## config.mk

```make
export PLATFORM = sky130hd
export DESIGN_NAME = pwm_meter
export DESIGN_NICKNAME = d
export VERILOG_FILES = /design/src/rtl/pwm_meter.sv
export SDC_FILE = /design/constraint.sdc
export NUM_CORES = 1
export LEC_CHECK = 0
export CAP_MARGIN = 20
export CORE_MARGIN = 10
export CORE_UTILIZATION = 58
export CTS_CLUSTER_SIZE = 16
export DETAILED_ROUTE_END_ITERATION = 6
export PLACE_DENSITY_LB_ADDON = 0.3
export SKIP_LAST_GASP = 1
export SLEW_MARGIN = 20
export SYNTH_ARGS = -nofsm -noshare
export SYNTH_HDL_FRONTEND = slang
export SYNTH_SLANG_ARGS = --single-unit
export TNS_END_PERCENT = 5
```

## constraint.sdc

```tcl
create_clock -name clk -period 4.05 [get_ports clk]
set_input_delay 0.405 -clock clk [delete_from_list [all_inputs] [get_ports clk]]
set_output_delay 0.405 -clock clk [all_outputs]
set_load 0.05 [all_outputs]
```

## src/rtl/pwm_meter.sv

```systemverilog
// PWM receiver: synchronizes an asynchronous pulse input and reports the high time
// and rise-to-rise period of each completed cycle, with a sticky timeout for a dead input.
module pwm_meter #(
   parameter int Nbits = 8
) (
   input  logic             clk,
   input  logic             rst,
   input  logic             enable,
   input  logic             pwm_in,
   output logic [Nbits-1:0] width_out,
   output logic [Nbits-1:0] period_out,
   output logic             valid,
   output logic             timeout
);

   localparam logic [Nbits-1:0] CNT_MAX = '1;
   localparam logic [Nbits-1:0] CNT_ONE = Nbits'(1);

   typedef enum logic {IDLE, MEAS} state_t;

   state_t           state;
   logic             sync1, s, p;
   logic             rise;
   logic [Nbits-1:0] per_cnt, hi_cnt;

   assign rise = s & ~p;

   always_ff @(posedge clk or negedge rst) begin
      if (!rst) begin
         state      <= IDLE;
         sync1      <= 1'b0;
         s          <= 1'b0;
         p          <= 1'b0;
         per_cnt    <= '0;
         hi_cnt     <= '0;
         width_out  <= '0;
         period_out <= '0;
         valid      <= 1'b0;
         timeout    <= 1'b0;
      end else begin
         sync1 <= pwm_in;
         s     <= sync1;
         p     <= s;
         valid <= 1'b0;
         case (state)
            IDLE: begin
               if (enable && rise) begin
                  per_cnt <= CNT_ONE;
                  hi_cnt  <= CNT_ONE;
                  state   <= MEAS;
               end
            end
            MEAS: begin
               if (!enable) begin
                  state <= IDLE;
               end else if (rise) begin
                  // The rise cycle closes the old period and is cycle 1 of the next.
                  width_out  <= hi_cnt;
                  period_out <= per_cnt;
                  valid      <= 1'b1;
                  timeout    <= 1'b0;
                  per_cnt    <= CNT_ONE;
                  hi_cnt     <= CNT_ONE;
               end else if (per_cnt == CNT_MAX) begin
                  timeout <= 1'b1;
                  state   <= IDLE;
               end else begin
                  per_cnt <= per_cnt + CNT_ONE;
                  if (s) hi_cnt <= hi_cnt + CNT_ONE;
               end
            end
            default: state <= IDLE;
         endcase
      end
   end

endmodule

```

==> flow_metrics.py, run 1 <==
metrics = {
    "timing": {
        "fin_crit_sh": 0.4834,
        "finalSetupTns_ns": 0,
        "period_minus_slack_ns": 1.958,
        "worst_slack_ns": 2.092,
        "finClkSkew_ns": 0.007399,
        "relSlewSlack": 0.6557,
        "worst_slew_pin_slew_ns": 0.5149,
        "fmax_mhz": 510.8,
        "setup_viol": 0,
        "slew_viol_final": 0,
        "finalHoldViolCount": 0,
        "rsz0062_at_grt": "no",
    },
    "synth": {
        "synth_area_leader_cell": "dfrtp_1",
        "synth_simple_gate_area_frac": 0.2551,
        "netlist_instances": 175,
        "synth.cell_area_mm2": 0.001702,
        "synth_adder_area_share": 0.01471,
        "synth_top_family_by_area": "simple AND/OR/NAND/NOR gates",
        "synth_mux_area_frac": 0.005882,
        "synth_nets": 181,
        "ys_top_cells_by_count": "nand2_1, dfrtp_1, nand3_1, a31oi_1, o21ai_0",
        "syn_area_per_cell_um2": 9.724,
        "ys_ff_latch": 38,
        "synth.most_common_cell": "nand2_1",
        "synth-compound-area-share": 0.1397,
        "ys_types": 42,
        "synth_top_cell_area_share": 0.5588,
        "ys.warnings.count": 0,
        "synth_area_leaders": "dfrtp_1, nand2_1, nand3_1, a31oi_1, a21oi_2",
        "ys_seq_area_frac": 0.5588,
        "synthArstFlopShare": 1.000,
        "synth_edf_count": 0,
        "synth_top_flop_cell": "dfrtp_1",
        "synth_xor_xnor_area_share": 0,
    },
    "pwr": {
        "p_clk_frac": 0.262,
        "swShare": 0.3137,
        "p_int_w": 0.0005409,
        "combPwrFrac": 0.180,
        "ir_worst_vdd_mv": 0.3959,
        "p_leak_nw": 0.9385,
        "switching_power_w": 0.0002472,
        "seqPwrFrac": 0.557,
        "power_density_mw_per_mm2": 396.1,
    },
    "setup_path": {
        "crit_slowest_cell": "clkdlybuf4s50_1",
        "cp-end-kind": "primary output",
        "crit_fanout": 2,
        "crit_path_start_kind": "register",
        "crit_required_ns": 3.64,
        "crit_family": "buffers and inverters",
        "crit_path_max_incr_delay_ns": 0.82,
        "cp.buffers_inverters": 1,
        "crit_arrival_ns": 1.55,
        "crit_type": "register to primary output",
        "path_cells": "clkdlybuf4s50_1",
    },
    "drt": {
        "via_per_inst": 6.026,
        "drc": 0,
        "dr.pass1.iters": 4,
        "ant_nets": 0,
        "num_vias": 1386,
        "wirelength_mm": 3.821,
        "drtIter0Drc": 130,
        "wl_per_cell_um": 16.61,
    },
    "grt": {
        "grt_pass1_vias": 1397,
        "grt_overflow_total": 0,
        "antenna_found_initial": 0,
        "grt_use_total": 0.1482,
        "grt_pass1_wl_mm": 6.520,
        "grt_max_degree": 39,
    },
    "clocking": {
        "root_buffer": "clkbuf_4",
        "h-tree-depth": 2,
        "clkLatencyLatePin_ns": 0.35,
        "cts_buffers": 5,
        "cts.sinks": 38,
        "cts.clk_slew.worst_paths_ns": 0.10,
        "cts_setup_buffers": 0,
        "hold_buffers": 0,
        "cts_tree": "yes",
        "cts_resized": 0,
        "cts_max_path_buffers": 2,
    },
    "status": {
        "status": "finished clean",
    },
    "floorplan": {
        "row_count": 19,
        "core_mm2": 0.002781,
        "start_util": 0.6118,
        "die_w_um": 74.17,
        "io_pins": 22,
        "dieArea_mm2": 0.005500,
        "die_h_um": 74.17,
    },
    "placed_design": {
        "gp_congestion": 0.8656,
        "place_ws_ns": 2.009,
        "numPortBuffers": 21,
        "place_hpwl_mm": 2.732,
    },
    "final_layout": {
        "nNetsFinal": 204,
        "drive_gt1_frac": 0.1005,
        "area_growth_pct": 16.91,
        "antenna_cells": 0,
    },
    "min_path": {
        "holdCritPathClass": "register to register",
    },
    "job": {
        "maxCapViolations": 0,
    },
}
## worst register-to-register path, stage by stage, from the launching register on
cell and delay [ns]:
dfrtp_1 0.46, ha_1 0.28, and3_4 0.19, a21oi_2 0.16, o21ai_2 0.12, a221o_1 0.38
## routing by layer
| metal | routed length [um] | part of all wire | vias up | global-route usage |
|---|---|---|---|---|
| met1 | 1579 | 0.41 | 675 | 0.1795 |
| met5 | 0 | 0 | - | 0 |
| li1 | - | - | 662 | - |
| met3 | 266 | 0.070 | 8 | 0.04787 |
| met2 | 1912 | 0.50 | 41 | 0.2367 |
| met4 | 63 | 0.016 | 0 | 0.06418 |
## worst paths after layout
| path | startpoint | endpoint | slack [ns] | cells after the start |
|---|---|---|---|---|
| setup / recovery | width_out[4] | width_out[4] | 2.09 | 1 |
| hold / removal | sync1 | s | 0.36 | 0 |
| setup reg to reg | per_cnt[0] | per_cnt[3] | 2.36 | 5 |
| hold reg to reg | sync1 | s | 0.36 | 0 |
| max in group asynchronous | rst | per_cnt[4] | 3.27 | 2 |
| min in group asynchronous | rst | width_out[2] | 0.46 | 2 |
## sequential cells by signal, summed over array words and instances, names as in the netlist
| register | flops |
|---|---|
| width_out | 8 |
| valid | 1 |
| period_out | 8 |
| p | 1 |
| hi_cnt | 8 |
| sync1 | 1 |
| s | 1 |
| state | 1 |
| per_cnt | 8 |
| timeout | 1 |
## per-stage QoR
step	instances	total power, W	util	cell area, um2	hold WS (ns)
finish	230	0.0007880	0.7153	1989	0.3602
global placement	222	0.0005853	0.6937	1929	0.3358
detailed placement	222	0.0005887	0.6937	1929	0.3410
floorplan	175	0.0005317	-	1702	0.1094
global route	230	0.0008227	0.7153	1989	0.3769
CTS	230	0.0007941	0.7153	1989	0.3663
## cell usage in the layout (no fill, tap or decap), types with 2 or more instances in the layout
cell and n:
nor2_1 3, a21oi_1 2, or3_1 2, a41oi_1 3, o21ai_2 2, nor4_1 2
nand2_1 56, nand2b_1 2, nor3_1 2, a31oi_1 6, inv_1 3, nand3_1 10
a221o_1 2, clkbuf_4 5, nand4_1 3, dfrtp_1 38, a21oi_2 3, ha_1 2
and3_1 3, o21ai_0 5, clkdlybuf4s50_1 21
## power by group through the flow
stage	registers, W	logic (W)	clock network, W
finish	0.000439	0.000142	0.000207
global route	0.000443	0.000155	0.000225
CTS	0.000438	0.000144	0.000212
detailed placement	0.000445	0.000143	0
global placement	0.000445	0.000140	0
floorplan	0.000484	0.0000480	0
## area by class of cell
class | count | area (um2)
fill | 210 | 792.0
inverter | 4 | 15.01
sequential | 38 | 950.9
timing repair buffer | 22 | 217.7
tap | 31 | 38.79
clock buffer | 7 | 55.05
multi-input combinational | 127 | 706.9
clock inverter | 1 | 5.005
## logic make-up after synthesis
family          Yosys count
compound gates           32
fa+ha+maj                 2
buf+inv                  10
flops                    38
mux                       1
simple gates             92
No activity file was read; power rests on OpenSTA's default activity.
==> run 2, diff against run 1 <==
--- a/config.mk
+++ b/config.mk
@@ -7,7 +7,7 @@
 export LEC_CHECK = 0
 export CAP_MARGIN = 20
 export CORE_MARGIN = 10
-export CORE_UTILIZATION = 58
+export CORE_UTILIZATION = 48
 export CTS_CLUSTER_SIZE = 16
 export DETAILED_ROUTE_END_ITERATION = 6
 export PLACE_DENSITY_LB_ADDON = 0.3
==> constraint.sdc (replaced) <==
create_clock -name clk -period 1.75 [get_ports clk]
set_input_delay 0.175 -clock clk [delete_from_list [all_inputs] [get_ports clk]]
set_output_delay 0.175 -clock clk [all_outputs]
set_load 0.05 [all_outputs]
==> run 2 against run 1 <==
  * Combinational power is 140% higher
  * Critical path depth is the same
  * First-iteration DRC count decreased by 18%
  * Core utilization down 11 points
  * Total power grew 150%
  * Non-clock buffer count rose by 3
==> flow_metrics.py, run 2 (synthesis gave the netlist of run 1 again) <==
metrics = {
    "floorplan": {
        "io_pins": 22,
        "die_h_um": 79.54,
        "row_count": 21,
        "core_mm2": 0.003390,
        "die_w_um": 79.54,
        "dieArea_mm2": 0.006327,
        "start_util": 0.5020,
    },
    "pwr": {
        "p_clk_frac": 0.304,
        "switching_power_w": 0.0005830,
        "swShare": 0.3009,
        "ir_worst_vdd_mv": 0.5575,
        "p_int_w": 0.001355,
        "p_leak_nw": 0.9819,
        "power_density_mw_per_mm2": 947.2,
        "seqPwrFrac": 0.521,
        "p_total_w": 0.001938,
        "combPwrFrac": 0.175,
    },
    "drt": {
        "ant_nets": 0,
        "dr.pass1.iters": 5,
        "drc": 0,
        "drtIter0Drc": 106,
        "via_per_inst": 5.573,
        "num_vias": 1382,
        "wl_per_cell_um": 15.15,
        "wirelength_mm": 3.758,
    },
    "min_path": {
        "min_from": "pwm_in",
        "holdCritPathClass": "input pin to register",
    },
    "clocking": {
        "cts_tree": "yes",
        "clkLatencyLatePin_ns": 0.35,
        "cts.sinks": 38,
        "root_buffer": "clkbuf_4",
        "h-tree-depth": 2,
        "cts.clk_slew.worst_paths_ns": 0.11,
        "cts_buffers": 5,
        "cts_max_path_buffers": 2,
        "cts_setup_buffers": 0,
    },
    "timing": {
        "relSlewSlack": 0.6553,
        "slew_viol_final": 0,
        "period_minus_slack_ns": 1.716,
        "rsz0062_at_grt": "yes",
        "finClkSkew_ns": 0.004749,
        "worst_slew_pin_slew_ns": 0.5155,
        "finalHoldViolCount": 0,
        "fin_crit_sh": 0.9808,
        "fmax_mhz": 582.6,
        "setup_viol": 0,
    },
    "grt": {
        "antenna_found_initial": 0,
        "grt_max_degree": 39,
        "grt_overflow_total": 0,
        "grt_pass1_vias": 1409,
        "grt_pass1_wl_mm": 6.506,
        "grt_use_total": 0.1277,
    },
    "setup_path": {
        "crit_slowest_cell": "clkdlybuf4s50_1",
        "crit_start": "period_out[3]",
        "crit_required_ns": 1.57,
        "cp.buffers_inverters": 1,
        "crit_path_start_kind": "register",
        "crit_type": "register to primary output",
        "crit_family": "buffers and inverters",
        "r2r_start": "per_cnt[0]",
        "cp-end-kind": "primary output",
        "crit_fanout": 2,
        "path_cells": "clkdlybuf4s50_1",
        "crit_arrival_ns": 1.54,
        "crit_path_max_incr_delay_ns": 0.82,
    },
    "final_layout": {
        "final_cell_mix": "nand2_1, dfrtp_1, clkdlybuf4s50_1",
        "layout_commonest_cell": "nand2_1",
        "area_growth_pct": 20.22,
        "final_cell_count_no_fill": 248,
        "nNetsFinal": 207,
        "antenna_cells": 0,
        "finish.instance_area_mm2": 0.002046,
        "drive_gt1_frac": 0.1238,
    },
    "job": {
        "maxCapViolations": 0,
    },
    "status": {
        "status": "finished clean",
    },
    "placed_design": {
        "gp_congestion": 0.8623,
        "numPortBuffers": 21,
        "place_area_mm2": 0.001956,
        "dp.cells": 239,
        "place_hpwl_mm": 2.664,
    },
}
[run 2: timing repair]
action                                  4_1_cts  5_1_grt
hold buffers                                  1        0
gates resized for setup                       0        1
endpoints found under the hold margin        38        0
endpoints found under the setup margin        0       12
[run 2: metal layers]
layer	global-route usage	share of wire
met1	0.1470	0.44
met2	0.2128	0.47
met3	0.04617	0.069
met4	0.04480	0.017
met5	0	0
[run 2: final timing paths]
path | end | slack, ns | cells past startpoint
max reg2reg | per_cnt[6] | 0.10 | 5
max in group asynchronous | hi_cnt[3] | 1.03 | 3
min in group asynchronous | width_out[6] | 0.39 | 3
min | sync1 | 0.26 | 1
max | period_out[3] | 0.03 | 1
min reg2reg | s | 0.37 | 0
[run 2: worst reg2reg max path: stages (launching register included)]
cell and delay (ns):
dfrtp_1 0.44, ha_1 0.27, and3_4 0.19, a21oi_2 0.17, o21ai_2 0.13, a221o_1 0.36
[run 2: cell type report]
| class | instances | area (um2) |
|---|---|---|
| Multi-Input combinational cell | 127 | 706.9 |
| Fill cell | 285 | 1344 |
| Timing Repair Buffer | 25 | 237.7 |
| Sequential cell | 38 | 950.9 |
| Clock buffer | 5 | 37.54 |
| Clock inverter | 3 | 40.04 |
| Tap cell | 46 | 57.56 |
| Inverter | 4 | 15.01 |
[run 2: power groups by stage]
stage / clock network, W / registers [W] / logic [W]
6_report: 0.000590 / 0.00101 / 0.000339
3_5_place_dp: 0 / 0.00103 / 0.000337
2_1_floorplan: 0 / 0.00112 / 0.000111
5_1_grt: 0.000649 / 0.00102 / 0.000364
4_1_cts: 0.000602 / 0.00101 / 0.000342
3_3_place_gp: 0 / 0.00102 / 0.000327
[run 2: through the flow]
step	hold WS [ns]	util	TNS [ns]	setup WS (ns)
after floorplan	-0.1206	-	0	0.2460
after global placement	0.2396	0.5770	0	0.1835
after detailed placement	0.2455	0.5770	0	0.1215
after CTS	0.2499	0.6028	0	0.01239
after global routing	0.2409	0.6035	-0.09204	-0.02457
final	0.2606	0.6035	0	0.03366
==> run 3, diff against run 2 <==
--- a/config.mk
+++ b/config.mk
@@ -7,7 +7,7 @@
 export LEC_CHECK = 0
 export CAP_MARGIN = 20
 export CORE_MARGIN = 10
-export CORE_UTILIZATION = 48
+export CORE_UTILIZATION = 40
 export CTS_CLUSTER_SIZE = 16
 export DETAILED_ROUTE_END_ITERATION = 6
 export PLACE_DENSITY_LB_ADDON = 0.3
==> run 3 against run 2 <==
  * Via count rose by 0.65%
  * Combinational power barely moved
  * Final cell count rose by 1.6%
  * Critical path depth did not move
  * Cell area rose by 1.8%
  * Flip-flop and latch count did not move
  * Non-clock buffer count did not move
  * First-iteration DRC count rose by 0.94%
  * Sequential power barely moved
  * Critical path type unchanged
  * Critical endpoint is now period_out[0]
  * Highest routed layer unchanged
==> flow_metrics.py, run 3 (synthesis gave the netlist of run 1 again) <==
metrics = {
    "status": {
        "status": "finished clean",
    },
    "final_layout": {
        "layout_commonest_cell": "nand2_1",
        "nNetsFinal": 207,
        "final_cell_mix": "nand2_1, dfrtp_1, clkdlybuf4s50_1",
        "antenna_cells": 0,
        "finish.instance_area_mm2": 0.002082,
        "area_growth_pct": 22.35,
        "nFillCells": 348,
        "drive_gt1_frac": 0.1188,
    },
    "setup_path": {
        "crit_family": "buffers and inverters",
        "crit_fanout": 2,
        "crit_path_start_kind": "register",
        "crit_slowest_cell": "clkdlybuf4s50_1",
        "cp-end-kind": "primary output",
        "crit_arrival_ns": 1.47,
        "cp.buffers_inverters": 1,
        "path_cells": "clkdlybuf4s50_1",
        "crit_required_ns": 1.57,
        "crit_path_max_incr_delay_ns": 0.83,
        "crit_type": "register to primary output",
    },
    "timing": {
        "fmax_mhz": 606.3,
        "finClkSkew_ns": 0.007225,
        "setup_viol": 0,
        "rsz0062_at_grt": "no",
        "finalSetupTns_ns": 0,
        "period_minus_slack_ns": 1.649,
        "finalHoldViolCount": 0,
        "worst_slew_pin_slew_ns": 0.5236,
        "slew_viol_final": 0,
        "whs_ns": 0.3111,
        "relSlewSlack": 0.6498,
        "fin_crit_sh": 0.9426,
    },
    "clocking": {
        "cts.clk_slew.worst_paths_ns": 0.07,
        "h-tree-depth": 2,
        "cts_setup_buffers": 0,
        "cts_resized": 0,
        "hold_buffers": 1,
        "cts_max_path_buffers": 2,
        "cts.sinks": 38,
        "clkLatencyLatePin_ns": 0.30,
        "cts_tree": "yes",
        "cts_buffers": 5,
        "root_buffer": "clkbuf_8",
    },
    "drt": {
        "dr.pass1.iters": 4,
        "ant_nets": 0,
        "num_vias": 1391,
        "drc": 0,
        "drtIter0Drc": 107,
        "wirelength_mm": 3.940,
        "wl_per_cell_um": 15.63,
        "via_per_inst": 5.520,
    },
    "grt": {
        "antenna_found_initial": 0,
        "grt_pass1_vias": 1351,
        "grt_use_total": 0.1141,
        "grt_pass1_wl_mm": 6.741,
        "grt_overflow_total": 0,
        "grt_max_degree": 39,
    },
    "pwr": {
        "p_total_w": 0.002079,
        "power_density_mw_per_mm2": 998.7,
        "ir_worst_vdd_mv": 0.5386,
        "p_leak_nw": 0.9743,
    },
    "floorplan": {
        "die_h_um": 85.23,
        "die_w_um": 85.23,
        "io_pins": 22,
        "core_mm2": 0.004058,
        "dieArea_mm2": 0.007263,
        "row_count": 23,
        "start_util": 0.4194,
    },
    "placed_design": {
        "place_area_mm2": 0.001963,
        "gp_congestion": 0.8289,
        "numPortBuffers": 21,
        "place_hpwl_mm": 2.786,
    },
    "job": {
        "maxCapViolations": 0,
    },
    "min_path": {
        "holdCritPathClass": "input pin to register",
    },
}
-- run 3: cell count changes in the layout (fill, tap and decap cells not counted), sizes merged --
cell / delta
buf: -1
clkdlybuf4s50: +2
dlymetal6s2s: -1
-- run 3: worst paths after layout --
kind | slack, ns | cells past startpoint | startpoint | end
setup reg to reg | 0.12 | 5 | per_cnt[0] | hi_cnt[1]
max in group asynchronous | 0.97 | 3 | rst | period_out[0]
hold / removal | 0.31 | 1 | pwm_in | sync1
hold reg to reg | 0.35 | 0 | sync1 | s
setup / recovery | 0.10 | 1 | period_out[0] | period_out[0]
min in group asynchronous | 0.45 | 3 | rst | hi_cnt[5]
-- run 3: where the power goes --
group / internal (W) / switching (W)
sequential: 0.000944 / 0.0000665
combinational: 0.000117 / 0.000221
clock: 0.000419 / 0.000312
total: 0.00148 / 0.000599
-- run 3: through the flow --
stage | worst slack [ns] | util | std cells
3_5_place_dp | 0.1346 | 0.4838 | 243
3_3_place_gp | 0.1468 | 0.4838 | 243
6_report | 0.1005 | 0.5131 | 252
4_1_cts | 0.07866 | 0.5131 | 252
2_1_floorplan | 0.2460 | - | 175
5_1_grt | 0.02726 | 0.5131 | 252
-- run 3: cell type report --
class / count / area, um2 / share of cell area
Tap cell: 50 / 62.56 / 0.03005
Inverter: 4 / 15.01 / 0.007212
Clock inverter: 3 / 40.04 / 0.01923
Multi-Input combinational cell: 127 / 706.9 / 0.3395
Timing Repair Buffer: 25 / 237.7 / 0.1142
Clock buffer: 5 / 68.82 / 0.03305
Sequential cell: 38 / 950.9 / 0.4567
-- run 3: per-layer routing --
layer / track usage / wire length (um) / up-vias
met1: 0.1329 / 1676 / 686
met5: 0 / 0 / -
met4: 0.04491 / 48 / 0
li1: - / - / 662
met2: 0.1846 / 1996 / 38
met3: 0.04302 / 218 / 5
